$ cat src/rtl/busca_instrucao_pkg.sv
// Shared types and constants for the instruction-fetch stage.
package busca_instrucao_pkg;

    localparam int unsigned XLEN    = 32;
    localparam int unsigned PC_STEP = 4;

    localparam logic [5:0] OP_J   = 6'b000010;
    localparam logic [5:0] OP_JAL = 6'b000011;
    localparam logic [5:0] OP_BEQ = 6'b000100;
    localparam logic [5:0] OP_BNE = 6'b000101;

    typedef enum logic [1:0] {
        S_INIT = 2'd0,
        S_REQ  = 2'd1,
        S_EXEC = 2'd2
    } state_t;

    // Sign-extended 16-bit immediate scaled to a byte offset.
    function automatic logic [XLEN-1:0] branch_offset(input logic [15:0] imm);
        return {{(XLEN-18){imm[15]}}, imm, 2'b00};
    endfunction

endpackage

$ cat src/rtl/busca_instrucao_calc_prox_pc.sv
// Next-PC selection: jump, then taken beq/bne, then sequential.
module calc_prox_pc
    import busca_instrucao_pkg::*;
(
    input  logic [XLEN-1:0] pc,
    input  logic [XLEN-1:0] instr,
    input  logic            branch,
    input  logic            jump,
    input  logic            zero,
    output logic [XLEN-1:0] next_pc
);

    logic [XLEN-1:0] pc4;
    logic            taken;
    logic            unused_opcode_bits;

    // instr[26] separates beq (taken on zero) from bne (taken on !zero).
    assign unused_opcode_bits = ^instr[31:27];
    assign pc4   = pc + XLEN'(PC_STEP);
    assign taken = branch & (zero ^ instr[26]);

    // Priority select; jump wins over an illegal jump+branch combination.
    always_comb begin
        next_pc = pc4;
        if (jump) begin
            next_pc = {pc4[31:28], instr[25:0], 2'b00};
        end else if (taken) begin
            next_pc = pc4 + branch_offset(instr[15:0]);
        end
    end

endmodule

$ cat src/rtl/busca_instrucao.sv
// Instruction-fetch stage: PC register, imem req/ack fetch FSM, held instruction.
// Optional feature macro: FETCH_PERF_COUNT_EN adds perf_instr_cnt / perf_wait_cnt.
module busca_instrucao
    import busca_instrucao_pkg::*;
#(
    parameter logic [31:0] RESET_PC = 32'h0000_0000
) (
    input  logic            clk,
    input  logic            rst_n,
    output logic            imem_req,
    output logic [XLEN-1:0] imem_addr,
    input  logic            imem_ack,
    input  logic [XLEN-1:0] imem_rdata,
    output logic [XLEN-1:0] instr,
    output logic            instr_valid,
    input  logic            exec_done,
    input  logic            branch,
    input  logic            jump,
    input  logic            zero,
    output logic [XLEN-1:0] pc,
    output logic [XLEN-1:0] link_addr
`ifdef FETCH_PERF_COUNT_EN
    ,
    output logic [31:0]     perf_instr_cnt,
    output logic [31:0]     perf_wait_cnt
`endif
);

    state_t          state, state_n;
    logic [XLEN-1:0] pc_n, instr_n, link_n, next_pc;
    logic            req_n, valid_n;

    calc_prox_pc u_calc_prox_pc (
        .pc      (pc),
        .instr   (instr),
        .branch  (branch),
        .jump    (jump),
        .zero    (zero),
        .next_pc (next_pc)
    );

    assign imem_addr = pc;

    // Next-state and next-register values; req/valid are decoded from the next state.
    always_comb begin
        state_n = state;
        pc_n    = pc;
        instr_n = instr;
        link_n  = link_addr;
        case (state)
            S_INIT: state_n = S_REQ;
            S_REQ: begin
                if (imem_ack) begin
                    instr_n = imem_rdata;
                    state_n = S_EXEC;
                end
            end
            S_EXEC: begin
                if (exec_done) begin
                    pc_n    = next_pc;
                    link_n  = next_pc + XLEN'(PC_STEP);
                    state_n = S_REQ;
                end
            end
            default: state_n = S_INIT;
        endcase
        req_n   = (state_n == S_REQ);
        valid_n = (state_n == S_EXEC);
    end

    // State, PC, instruction and registered handshake outputs.
    always_ff @(posedge clk) begin
        if (!rst_n) begin
            state       <= S_INIT;
            pc          <= RESET_PC;
            link_addr   <= RESET_PC + XLEN'(PC_STEP);
            instr       <= '0;
            imem_req    <= 1'b0;
            instr_valid <= 1'b0;
        end else begin
            state       <= state_n;
            pc          <= pc_n;
            link_addr   <= link_n;
            instr       <= instr_n;
            imem_req    <= req_n;
            instr_valid <= valid_n;
        end
    end

`ifdef FETCH_PERF_COUNT_EN
    // Committed-instruction and memory-wait counters, free-running modulo 2^32.
    always_ff @(posedge clk) begin
        if (!rst_n) begin
            perf_instr_cnt <= '0;
            perf_wait_cnt  <= '0;
        end else begin
            if (state == S_EXEC && exec_done) begin
                perf_instr_cnt <= perf_instr_cnt + 32'd1;
            end
            if (state == S_REQ && !imem_ack) begin
                perf_wait_cnt <= perf_wait_cnt + 32'd1;
            end
        end
    end
`endif

endmodule

$ cat config.mk
export PLATFORM = sky130hd
export DESIGN_NAME = busca_instrucao
export DESIGN_NICKNAME = d
export VERILOG_FILES = /design/src/rtl/busca_instrucao_pkg.sv /design/src/rtl/busca_instrucao_calc_prox_pc.sv /design/src/rtl/busca_instrucao.sv
export SDC_FILE = /design/constraint.sdc
export NUM_CORES = 1
export LEC_CHECK = 0
export ABC_AREA = 1
export CAP_MARGIN = 20
export CORE_MARGIN = 5
export CORE_UTILIZATION = 55
export DETAILED_ROUTE_END_ITERATION = 7
export PLACE_DENSITY = 0.9
export SYNTH_ARGS = -nofsm -noshare
export SYNTH_HDL_FRONTEND = slang
export SYNTH_SLANG_ARGS = --single-unit
$ cat constraint.sdc
create_clock -name clk -period 5.7 [get_ports clk]
set_input_delay 1.14 -clock clk [delete_from_list [all_inputs] [get_ports clk]]
set_output_delay 1.14 -clock clk [all_outputs]
set_load 0.05 [all_outputs]
Word level (Yosys, flattened, before mapping)
Cells that the tools add are included.

Logic and storage cells: 23. Output and inout port bits: 130. Bits in registers: 100. Input port bits: 39.

Add/sub/neg operators: 3. Equal/unequal tests: 4. Reductions and logical operators: 3. Bitwise logic cells: 2. Mux-type cells: 5.

Operators by type and width (count): 32-bit by 3-bit adder with 32-bit output, second input constant (2); 32-bit 2-to-1 mux (2); 32-bit adder (1); 2-bit one-hot mux with 3 select lines (1); 2-bit by 1-bit == test with 1-bit output, second input constant (2); 2-bit == test, second input constant (2); 2-bit 2-to-1 mux (2); 2-bit AND reduction (2); 2-bit zero test (1); 1-bit AND (1); 1-bit XOR (1).

Longest topological paths before layout
Gate-level depths: netlist (run 1).

Depth after elaboration: 5. Mapped depth: 30. Depth with buffers taken out: 30.

By module
A second synthesis (run 1) with hierarchy kept.

Cells, all modules: 1368. Area total of the unflattened synthesis: 8095.3 um^2.

Modules (own cells, without submodules): busca_instrucao (cells each 654, sequential area each 1961.9 um^2, area each 4503.1 um^2, times used 1); calc_prox_pc (cells each 714, sequential area each 0.0 um^2, area each 3592.2 um^2, times used 1).

Worst setup path before layout (run 1)
No wires, ideal clock.

Kind: register to register. Start point: register pc[2], in the netlist imem_addr[2]. End point: register link_addr[31]. Cell stages (with the launch flop): 26. Slack: 2065 ps. Library setup time: 109 ps. Buffers on the path: 0. Data required time: 5591 ps. Clock period less this slack: 3635 ps. Data arrival time: 3526 ps. Path through: dfxtp_1 > ha_1 > inv_1 > nor2_4 > nand2_2 > inv_1 > nand4_1 > and2_1 > ha_1 > nand2_1 > nor2_1 > nand2_1 > nor2_1 > nand2_1 > nand4_1 > nand3_1 > nand2_1 > inv_1 > nor2_2 > nand2_1 > nor2_1 > nand3_1 > nand2_1 > nand3_1 > nand2_1 > inv_1.

Cells in the longest elaborated chain, start to end: 5.

Ends and longest elaborated chain: from (decl) (RTL line busca_instrucao.sv:20) `output logic [XLEN-1:0] pc,`; from (signal assigned) (RTL line busca_instrucao.sv:82) `pc <= pc_n;`; 32-bit by 3-bit adder with 32-bit output (*) (RTL line busca_instrucao_calc_prox_pc.sv:19) `assign pc4 = pc + XLEN'(PC_STEP);`; 32-bit adder (RTL line busca_instrucao_calc_prox_pc.sv:28) `next_pc = pc4 + branch_offset(instr[15:0]);`; 32-bit 2-to-1 mux (RTL line busca_instrucao_calc_prox_pc.sv:27) `end else if (taken) begin`; 32-bit 2-to-1 mux (*) (RTL line busca_instrucao_calc_prox_pc.sv:25) `if (jump) begin`; 32-bit by 3-bit adder with 32-bit output (*) (RTL line busca_instrucao.sv:61) `link_n = next_pc + XLEN'(PC_STEP);`; to (signal assigned) (RTL line busca_instrucao.sv:76) `link_addr <= RESET_PC + XLEN'(PC_STEP);`; to (signal assigned) (RTL line busca_instrucao.sv:83) `link_addr <= link_n;`; to (decl) (RTL line busca_instrucao.sv:21) `output logic [XLEN-1:0] link_addr`.

Mark *: on every way between the ends. The rest lies on a longest branch, timed or not. A chain may end at the register's enable or synchronous reset.

Worst setup path after layout (run 1)
Start point: input jump. End point: register link_addr[26].

Cells in the longest elaborated chain, start to end: 2.

Ends and longest elaborated chain: from (decl) (RTL line busca_instrucao.sv:18) `input logic jump,`; 32-bit 2-to-1 mux (RTL line busca_instrucao_calc_prox_pc.sv:25); named net next_pc[2] (RTL line busca_instrucao.sv:30) `logic [XLEN-1:0] pc_n, instr_n, link_n, next_pc;`; 32-bit by 3-bit adder with 32-bit output (RTL line busca_instrucao.sv:61).

The timed path passes the listed nets, and every way through them passes these cells.

==> out/summary.md, run 1 <==
• finished, final reports clean — result of the run
• 22.8% — sequential element share of the synthesized area
• 0 — number of synthesized flops with an enable pin
• 0 — total gr overflow
• 9739 — overall via count from detail_route
• 1 — number of instances on the worst hold path
• 0 — synthesis warning total
• 1.46 ns — R2R Setup Slk
• 134 um — Die Span Y
• 16.3 um — mean routed wirelength per cell
• 1.24% — xor-xnor portion of the synthesized cell area
• clkdlybuf4s50_1, inv_4, nor2_1, o21bai_1, nor2_1, ha_1, inv_1, nor2_1, nand2_1, nor2_4, nand3_2, nor2_4, nand4_4, nor2_4, nand3_1, o21ai_1, nor2_1 — cell-by-cell listing of the critical path
• 22700 um — post-detailed-placement half-perimeter wirelength
• 0.36 ns — clock insertion delay at the later pin of the skew report
• 0 — antenna violation net count after detailed routing
• 0.000740 W — switching power
• 0 — antenna violations before repair
• 0.0151 sq mm — Core Region
• 0 ns — Fin Setup TNS
• 0.234 GHz — maximum clock frequency
• 75.1% — share of the cycle needed by the critical path after routing
• simple AND/OR/NAND/NOR gates — dominant combinational cell family by area after synthesis
• link_addr[31]$_SDFFE_PN0P_ — reg-to-reg endpoint
• 9231 — vias in the first global route
• 162 — Port Buf Inserts
• 6 — number of search-and-repair iterations in the first detailed-routing pass
• register to register — Hold Crit Class
• 28800 um — post-detailed-routing wire length
• 32.7% — clock network fraction of design power
• 5.53 — average via count per standard cell
• 4.28 ns — final period demand of the worst path
• register — CP Capture Type
• 1458 — Syn Inst Count
• 96 — # clock sinks
• no — RSZ-0062 raised after global routing
• 0 — post-CTS setup buffers
• input port to register — Worst Setup Path Type
• 28.6% — Gate power share
• 5.79 sq um — Mean Syn Cell Area
• 5.34% — share of layout cells above drive strength 1
• 42.5% — post-synthesis share of cell area spent on and, or, nand and nor gates
• 1.00 — weighted congestion at the end of routability-driven global placement
• 190 mW/mm^2 — Power Dens Cells
• 0% — mux cell area share after synthesis
• dfxtp_1 — Most used DFF post-synth
• 45 — number of placement rows
• 1.42 ns — final worst slack
• 0 — Resized cells post-CTS
• 0.0179 sq mm — DIE AREA
• 45900 um — global-route wire length before repair
• 9 — total clock buffers created by CTS
• 31.7% — overall fraction of global-route tracks in use
• 0 — diodes inserted
• 0.000182 V — largest voltage drop on the vdd net
• yes — TritonCTS clock tree
• 0 — hold-fix buffers at CTS
• 5.06 nW — static leakage power
• 80 — pin count of the biggest net entering global routing
• 5.97 ns — Required @ worst endpoint
• link_addr[2]$_SDFFE_PN1P_ — Min-Delay Endpoint
• 19 — critical path fanouts, max
• 55.8% — starting density of the core
• 0 — Finish-stage setup viols
• 0% — Post-synth ARST share
• 21.2% — Area Overhead vs Synth
• 67.6% — final core area utilization
• 3 — CTS H-tree lvls
• clkdlybuf4s50_1 — slowest stage cell on the critical path
• 27 — logic depth of the worst register-to-register path
• imem_addr[10]$_SDFFE_PN0P_ — beginning of the worst register-to-register path
• nor2_1 — most used cell, CP
• 41.1% — remaining max-slew budget at the tightest pin
• 0.08 ns — clock transition time at the flip-flop clock pins of the worst setup and hold paths
• 0.0117 ns — Worst Skew
• 134 um — horizontal die dimension
• 38.7% — sequential share of power
• clkbuf_16 — clock tree root buffer cell
• 1.18 ns — dpl ws
• 0 — Hold Fails Final Rpt
• nand2_1 — most frequent standard cell in the layout excluding fill and tap cells
• 169 — IO Pins
• 856 — Iteration-0 DRC Markers
• 96 — number of synthesized register bits
• 4.55 ns — arrival time worst endpoint
• 11.8% — Synth Area in Compound Gates
• 0 — Residual DRC
• 0.00120 W — cell-internal power
• 5.42% — Adder-Cell Fraction of Synth Area
• 0.00844 sq mm — area of the mapped netlist
• nand2_1, inv_1, nor2_1, clkdlybuf4s50_1, nand3_1 — commonest cells after routing, fill and taps aside
• 50 — Unique masters post-synth
• 0 — Max-cap violations
• 2 — maximum clock path buffer count
• 0 — max-slew violation count
• 0.881 ns — Least-Margin Pin Slew
• 38.1% — switching share of total power
• 0.86 ns — Max stage delay on crit path
• 1644 — Post-layout nets
• input port — Worst Setup Start Kind
• link_addr[2]$_SDFFE_PN1P_ — hold path startpoint
-- registers in the layout, indices dropped and copies added (netlist names) --
register     flops
link_addr       30
imem_req         1
instr           32
imem_addr       30
instr_valid      1
state            2
-- cell type report --
cell class                 instances  area, sq um
clock buffer                      10          239
clock inverter                     6         57.6
fill                            1376         4910
inverter                         255          962
multi-input combinational       1042         5180
sequential                        96         1920
tap                              188          235
timing repair buffer             165         1640
-- per-layer routing --
metal	global-route usage (%)	part of all wire [%]	vias to the layer above
li1	-	-	4768
met1	39.0	40	4382
met2	52.5	46	504
met3	7.95	9.8	85
met4	14.3	4.2	0
met5	0	0	-
-- synthesized netlist by cell type, drive strengths merged (3+ instances only) --
cell | instances | area [sq um]
nand3b | 5 | 37.5
a31oi | 3 | 18.8
inv | 254 | 958
o211ai | 12 | 90.1
a21oi | 55 | 287
a211oi | 5 | 37.5
nand2 | 440 | 1690
ha | 35 | 438
nand4 | 24 | 171
and2 | 5 | 31.3
nand3 | 131 | 733
nor2 | 182 | 774
o21a | 3 | 22.5
xor2 | 11 | 96.3
o21ai | 76 | 384
buf | 45 | 314
clkbuf | 25 | 93.8
or2 | 8 | 50.1
dfxtp | 96 | 1920
nor3 | 17 | 90.1
o21bai | 12 | 90.1
-- kinds of logic after synthesis --
family                   count (synthesis)
AO/OA/AOI/OAI                          174
XOR/XNOR                                12
adder cells (fa/ha/maj)                 36
buffers and inverters                  325
flip-flops                              96
other                                    1
AND/OR/NAND/NOR                        814
-- power by group through the flow --
stage               combinational [W]  clock (W)  sequential, W
global route                 0.000595   0.000662       0.000757
CTS                          0.000552   0.000631       0.000751
detailed placement           0.000549          0       0.000766
floorplan                    0.000268          0       0.000867
finish                       0.000555   0.000634       0.000752
global placement             0.000540          0       0.000766
-- worst max-delay path by stage --
stage	startpoint	to	slack [ns]	depth (start not counted)
6_report	jump	link_addr[26]$_SDFFE_PN0P_	1.42	17
3_5_place_dp	jump	link_addr[26]$_SDFFE_PN0P_	1.18	17
3_3_place_gp	jump	link_addr[26]$_SDFFE_PN0P_	1.30	17
4_1_cts	jump	link_addr[26]$_SDFFE_PN0P_	1.52	17
5_1_grt	imem_addr[10]$_SDFFE_PN0P_	link_addr[31]$_SDFFE_PN0P_	1.05	27
2_1_floorplan	imem_addr[2]$_SDFFE_PN0P_	link_addr[31]$_SDFFE_PN0P_	2.07	25
-- per-stage QoR --
step / power (W) / area (sq um) / hold slack, ns / cells
6_report: 0.00194 / 10200 / 0.499 / 1762
5_1_grt: 0.00201 / 10200 / 0.516 / 1762
4_1_cts: 0.00193 / 10200 / 0.477 / 1762
3_5_place_dp: 0.00131 / 9940 / 0.455 / 1746
3_3_place_gp: 0.00131 / 9940 / 0.443 / 1746
2_1_floorplan: 0.00114 / 8460 / 0.509 / 1463
-- critical path: cells and delay by family --
| kind | cells | cell delay [ns] |
|---|---|---|
| compound gates | 2 | 0.31 |
| fa+ha+maj | 1 | 0.21 |
| buf+inv | 3 | 1.34 |
| simple gates | 11 | 1.53 |
(Power assumes the default switching activity.)
==> inputs of run 2 (changes only) <==
CORE_UTILIZATION = 53   (was 55)
PLACE_DENSITY = 0.88   (was 0.9)
clock period = 4.3 ns   (was 5.7 ns; I/O delays follow)
==> out/summary.md, run 2 (synthesized netlist as in run 1, its figures left out) <==
• 0 ns — Fin Setup TNS, unchanged
• 8932 — vias in the first global route, -3.2%
• 0.36 ns — clock insertion delay at the later pin of the skew report, about the same
• finished, final reports clean — result of the run
• register to register — Worst Setup Path Type
• 0 — Max-cap violations, unchanged
• 5.38 — average via count per standard cell, -2.6%
• instr — Top reg by flops
• 2 — maximum clock path buffer count, unchanged
• 0.254 GHz — maximum clock frequency
• 91.7% — share of the cycle needed by the critical path after routing
• 0.00260 W — overall power consumption, +34%
• 0 — antenna violations before repair, unchanged
• nand2_1 — most frequent standard cell in the layout excluding fill and tap cells
• 3.94 ns — final period demand of the worst path
• 46.4% — remaining max-slew budget at the tightest pin, +5.3 points
• 45500 um — global-route wire length before repair, -1.0%
• 0 — antenna violation net count after detailed routing, unchanged
• nand2_1, inv_1, nor2_1, clkdlybuf4s50_1, nand3_1 — commonest cells after routing, fill and taps aside
• 169 — IO Pins, unchanged
• 16.2 um — mean routed wirelength per cell, -0.89%
• 0 — diodes inserted, unchanged
• 22.7% — Area Overhead vs Synth
• 0 — Residual DRC, unchanged
• 136 um — Die Span Y, +1.7%
• 79 — pin count of the biggest net entering global routing, -1.3%
• 22900 um — post-detailed-placement half-perimeter wirelength, +0.79%
• yes — TritonCTS clock tree
• 0.000220 V — largest voltage drop on the vdd net, +21%
• 0 — max-slew violation count, unchanged
• 3 — CTS H-tree lvls, unchanged
• 65.7% — final core area utilization, -1.9 points
• 29100 um — post-detailed-routing wire length, +1.0%
• 46 — number of placement rows, +2.2%
• register — Worst Setup Start Kind
• 4.56 ns — Required @ worst endpoint, -1.41 ns
• 96 — # clock sinks, unchanged
• 1650 — Post-layout nets, +0.36%
• 32 — max FFs per register, unchanged
• 6 — critical path fanouts, max, -13
• 162 — Port Buf Inserts, unchanged
• 0 — Finish-stage setup viols, unchanged
• 0 — Hold Fails Final Rpt, unchanged
• 0.00775 ns — Worst Skew, -0.00393 ns
• 6.20% — share of layout cells above drive strength 1, +0.87 points
• 136 um — horizontal die dimension, +1.7%
• 0.803 ns — Least-Margin Pin Slew, -0.0779 ns
• clkbuf_16 — clock tree root buffer cell
• 4.21 ns — arrival time worst endpoint, -0.34 ns
• 53.5% — starting density of the core, -2.2 points
• 9 — total clock buffers created by CTS, unchanged
• 31.2% — overall fraction of global-route tracks in use, -0.58 points
• register to register — Hold Crit Class
• 0 — total gr overflow, unchanged
• 251 mW/mm^2 — Power Dens Cells, +32%
• 1.03 — weighted congestion at the end of routability-driven global placement, +3.3%
• 9669 — overall via count from detail_route, -0.72%
• 895 — Iteration-0 DRC Markers, +4.6%
• 6 — number of search-and-repair iterations in the first detailed-routing pass, unchanged
• 0.0158 sq mm — Core Region, +4.1%
• register — CP Capture Type
• 5.10 nW — static leakage power, +0.71%
• no — RSZ-0062 raised after global routing
• 0.0186 sq mm — DIE AREA, +3.5%
• 0.07 ns — clock transition time at the flip-flop clock pins of the worst setup and hold paths, about the same
-- run 2: critical path, stage by stage, from the launching register on --
cell and delay (ns):
dfxtp_1 0.48, nand2_1 0.16, nor2_4 0.21, nand3_1 0.13
nor2_1 0.11, nand2_1 0.12, nor2_2 0.19, nand2_1 0.09
nand2_1 0.09, inv_1 0.06, ha_1 0.35, nand2_1 0.11
nor2_1 0.22, nand2_1 0.12, nor2_1 0.10, nand2_1 0.08
nand3_1 0.10, nand2_1 0.05, nand3_1 0.11, nand3_1 0.18
nor2_2 0.20, nand2_1 0.09, nor2_1 0.14, nand3_1 0.08
nand2_1 0.07, nand3_1 0.08, nand2_1 0.09, inv_1 0.04
-- run 2: path summary, 6_finish.rpt --
kind	from	endpoint	slack (ns)	cells past startpoint
max reg2reg	imem_addr[8]$_SDFFE_PN0P_	link_addr[31]$_SDFFE_PN0P_	0.36	27
min	link_addr[2]$_SDFFE_PN1P_	link_addr[2]$_SDFFE_PN1P_	0.46	1
min reg2reg	link_addr[2]$_SDFFE_PN1P_	link_addr[2]$_SDFFE_PN1P_	0.46	1
max	imem_addr[8]$_SDFFE_PN0P_	link_addr[31]$_SDFFE_PN0P_	0.36	27
-- run 2: cell type report --
type                            instances  area (sq um)
Clock inverter                          6          75.1
Clock buffer                           10           229
Multi-Input combinational cell       1042          5190
Sequential cell                        96          1930
Inverter                              255           962
Tap cell                              216           270
Fill cell                            1483          5410
Timing Repair Buffer                  171          1700
-- run 2: repair_timing --
item | in CTS | in global routing
setup endpoints to repair | 0 | 7
hold buffers | 0 | 0
resized for setup | 0 | 10
setup buffers | 0 | 0
-- run 2: power breakdown --
group          internal, W  switching, W  leakage (nW)
Combinational     0.000236      0.000503          4.17
Clock             0.000462      0.000399         0.146
Sequential        0.000936     0.0000599         0.785
Total              0.00163      0.000962          5.10
-- run 2: through the flow --
stage / hold slack, ns / cells / worst slack, ns / cell area [sq um]
after floorplan: 0.509 / 1463 / 0.665 / 8460
after global placement: 0.437 / 1780 / 0.272 / 10000
after detailed placement: 0.447 / 1780 / 0.296 / 10000
after CTS: 0.467 / 1796 / 0.226 / 10300
after global routing: 0.492 / 1796 / 0.00687 / 10400
final: 0.463 / 1796 / 0.356 / 10400
-- run 2: layer usage --
layer / share of wire (%) / track usage [%] / vias to the layer above
li1: - / - / 4768
met4: 3.2 / 11.3 / 0
met3: 8.7 / 6.11 / 62
met2: 46 / 51.4 / 480
met1: 42 / 40.5 / 4359
met5: 0 / 0 / -
==> inputs of run 3 (changes only) <==
SKIP_CTS_REPAIR_TIMING = 1   (was unset)
SYNTH_HIERARCHICAL = 1   (was unset)
==> out/summary.md, run 3 <==
• finished, final reports clean — result of the run
• register — CP Capture Type
• 40.6% — post-synthesis share of cell area spent on and, or, nand and nor gates, -2.0 points
• 0.327 ns — dpl ws, +0.0313 ns
• 0.07 ns — clock transition time at the flip-flop clock pins of the worst setup and hold paths, about the same
• 0 — diodes inserted, unchanged
• 45 — number of placement rows, -2.2%
• 23.0% — Gate power share, -5.5 points
• 35.8% — clock network fraction of design power, +2.6 points
• 8503 — vias in the first global route, -4.8%
• met4 — highest routing layer actually used
• 0.00159 W — cell-internal power, -2.8%
• 2 — number of instances on the worst hold path, +1
• 1594 — Post-layout nets, -3.4%
• 0% — Post-synth ARST share, unchanged
• dfxtp_1, nand2_1, nor2_1, inv_1, ha_1 — cell types occupying the most area after synthesis
• 7.82% — share of layout cells above drive strength 1, +1.6 points
• yes — TritonCTS clock tree
• 1693 — Placed Cells, -4.9%
• 0 — Finish-stage setup viols, unchanged
• 0 — Residual DRC, unchanged
• 0.000186 V — largest voltage drop on the vdd net, -15%
• 0 — antenna violations before repair, unchanged
• 0.36 ns — clock insertion delay at the later pin of the skew report, about the same
• nand2_1, nor2_1, inv_1, clkdlybuf4s50_1, dfxtp_1 — commonest cells after routing, fill and taps aside
• 9394 — overall via count from detail_route, -2.8%
• link_addr[24]$_SDFFE_PN0P_ — reg-to-reg endpoint
• 0 — antenna violation net count after detailed routing, unchanged
• 12.3% — Synth Area in Compound Gates, +0.57 points
• 0 — total gr overflow, unchanged
• nand2_1 — cell with the most instances after synthesis
• 42.0% — remaining max-slew budget at the tightest pin, -4.4 points
• 0.249 GHz — maximum clock frequency, -2.0%
• 5.92 sq um — Mean Syn Cell Area, +2.2%
• link_addr[2]$_SDFFE_PN1P_ — Min-Delay Endpoint
• clkbuf_16 — clock tree root buffer cell
• 53.6% — starting density of the core, +0.10 points
• 4.79 nW — static leakage power, -6.0%
• 33.2% — switching share of total power, -3.8 points
• 6 — synthesis warning total, +6
• dfxtp_1 — cell type with the highest aggregate area in the netlist
• 3.12% — xor-xnor portion of the synthesized cell area, +1.9 points
• 53 — pin count of the biggest net entering global routing, -33%
• 1.07 — weighted congestion at the end of routability-driven global placement, +3.9%
• 30.7% — overall fraction of global-route tracks in use, -0.46 points
• 0.0151 sq mm — Core Region, -4.3%
• 232 mW/mm^2 — Power Dens Cells, -7.3%
• 0.0178 sq mm — DIE AREA, -3.8%
• 2 — maximum clock path buffer count, unchanged
• 1108 — Iteration-0 DRC Markers, +24%
• 0.467 ns — post-route worst hold slack, +0.00450 ns
• 1344 — # fillers, -9.4%
• 24.2% — sequential element share of the synthesized area, +1.5 points
• 0.28 ns — R2R Setup Slk, -0.08 ns
• 0 — Max-cap violations, unchanged
• 169 — IO Pins, unchanged
• 4.52 ns — Required @ worst endpoint, -0.04 ns
• 28600 um — post-detailed-routing wire length, -1.7%
• 16.7 um — mean routed wirelength per cell, +3.3%
• 6.12% — Adder-Cell Fraction of Synth Area, +0.70 points
• 93.6% — share of the cycle needed by the critical path after routing, +1.9 points
• 20 — logic depth of the worst register-to-register path, -26%
• nand2_1 — most frequent standard cell in the layout excluding fill and tap cells
• 98 — # clock sinks, +2.1%
• 12900 um — length of routed met2 wiring, -4.6%
• 26.5% — Area Overhead vs Synth
• register to register — Hold Crit Class
• register to register — Worst Setup Path Type
• 134 um — horizontal die dimension, -1.9%
• 7 — number of search-and-repair iterations in the first detailed-routing pass, +1
• 1709 — final cell count without fillers, -4.8%
• simple AND/OR/NAND/NOR gates — dominant combinational cell family by area after synthesis
• 98 — number of synthesized register bits, +2.1%
• 0 ns — Fin Setup TNS, unchanged
• 0.00810 sq mm — area of the mapped netlist, -4.1%
• 4.24 ns — arrival time worst endpoint, +0.03 ns
• 9 — total clock buffers created by CTS, unchanged
• 44200 um — global-route wire length before repair, -2.9%
• 0.276 ns — final worst slack, -0.0799 ns
• 0 — number of synthesized flops with an enable pin, unchanged
• 0 — Hold Fails Final Rpt, unchanged
• 1368 — Syn Inst Count, -6.2%
• 5 — critical path fanouts, max, -1
• 3 — CTS H-tree lvls, unchanged
• 0.00670 ns — Worst Skew, -0.00105 ns
• 2820 um — metal3 WL, +12%
• nand2_1, nor2_1, inv_1 — top cells by count, synth
• 5.50 — average via count per standard cell, +2.1%
• 22100 um — post-detailed-placement half-perimeter wirelength, -3.2%
• link_addr[2]$_SDFFE_PN1P_ — hold path startpoint
• 0% — mux cell area share after synthesis, unchanged
• 4.02 ns — final period demand of the worst path, +0.0799 ns
• 1446 — net count of the mapped netlist
• 134 um — Die Span Y, -1.9%
• 24.2% — area share of the largest cell type after synthesis, +1.5 points
• 0 — max-slew violation count, unchanged
• 168 — Port Buf Inserts, +3.7%
• register — Worst Setup Start Kind
• 67.9% — final core area utilization, +2.2 points
• 41.2% — sequential share of power, +2.8 points
• imem_addr[4]$_SDFFE_PN0P_ — beginning of the worst register-to-register path
• 0.870 ns — Least-Margin Pin Slew, +0.0668 ns
• 0.000790 W — switching power, -18%
• 46 — Unique masters post-synth, -8.0%
• 12000 um — wl on met1, -0.80%
• dfxtp_1 — Most used DFF post-synth
## run 3: how the worst max path moves through the flow
stage                                          start                    endpoint  slack [ns]
after floorplan            imem_addr[2]$_SDFFE_PN0P_  link_addr[27]$_SDFFE_PN0P_        0.66
after global placement    imem_addr[19]$_SDFFE_PN0P_  link_addr[27]$_SDFFE_PN0P_        0.23
after detailed placement   imem_addr[3]$_SDFFE_PN0P_  link_addr[31]$_SDFFE_PN0P_        0.33
after CTS                  imem_addr[3]$_SDFFE_PN0P_  link_addr[24]$_SDFFE_PN0P_        0.26
after global routing       imem_addr[5]$_SDFFE_PN0P_  link_addr[15]$_SDFFE_PN0P_       -0.02
final                      imem_addr[4]$_SDFFE_PN0P_  link_addr[24]$_SDFFE_PN0P_        0.28
## run 3: critical path, stage by stage, from the launching register on
cell	delay, ns
dfxtp_1	0.38
nand2_1	0.11
nor2_2	0.13
nand2_2	0.15
nor2_1	0.28
nor2_1	0.07
a21oi_1	0.27
ha_1	0.35
a21oi_1	0.20
o21ai_0	0.14
a21oi_1	0.15
nand2_1	0.17
xnor2_1	0.18
o21bai_2	0.22
nand2_1	0.13
nor2_1	0.27
nand2_1	0.14
nor2_2	0.23
a21oi_1	0.11
nor2_1	0.15
nor2_1	0.05
## run 3: per-layer routing
| metal | GRT usage [%] | vias to the layer above |
|---|---|---|
| met3 | 6.65 | 68 |
| met4 | 11.3 | 0 |
| met5 | 0 | - |
| li1 | - | 4557 |
| met2 | 48.3 | 463 |
| met1 | 41.4 | 4306 |
## run 3: logic make-up after synthesis
kind of cell,after synthesis
flops,98
buf+inv,249
fa+ha+maj,39
xor+xnor,28
compound gates,181
simple gates,773
## run 3: layout make-up
type                            instances  area (sq um)  share of cell area, %
Tap cell                              188           235                   2.30
Timing Repair Buffer                  206          1970                   19.2
Inverter                              180           677                   6.61
Clock inverter                          3          27.5                  0.269
Clock buffer                           13           280                   2.74
Multi-Input combinational cell       1021          5090                   49.7
Sequential cell                        98          1970                   19.2
## run 3: power groups by stage
| stage | Sequential (W) | Combinational, W | Clock, W |
|---|---|---|---|
| 6_report | 0.000980 | 0.000547 | 0.000851 |
| 5_1_grt | 0.000984 | 0.000584 | 0.000885 |
| 4_1_cts | 0.000979 | 0.000538 | 0.000850 |
| 3_5_place_dp | 0.000999 | 0.000535 | 0 |
| 3_3_place_gp | 0.000999 | 0.000530 | 0 |
| 2_1_floorplan | 0.00110 | 0.000239 | 0 |
## run 3: through the flow
step | power [W] | instance area (sq um)
finish | 0.00238 | 10200
global route | 0.00245 | 10200
CTS | 0.00237 | 10200
detailed placement | 0.00153 | 9870
global placement | 0.00153 | 9870
floorplan | 0.00134 | 8100
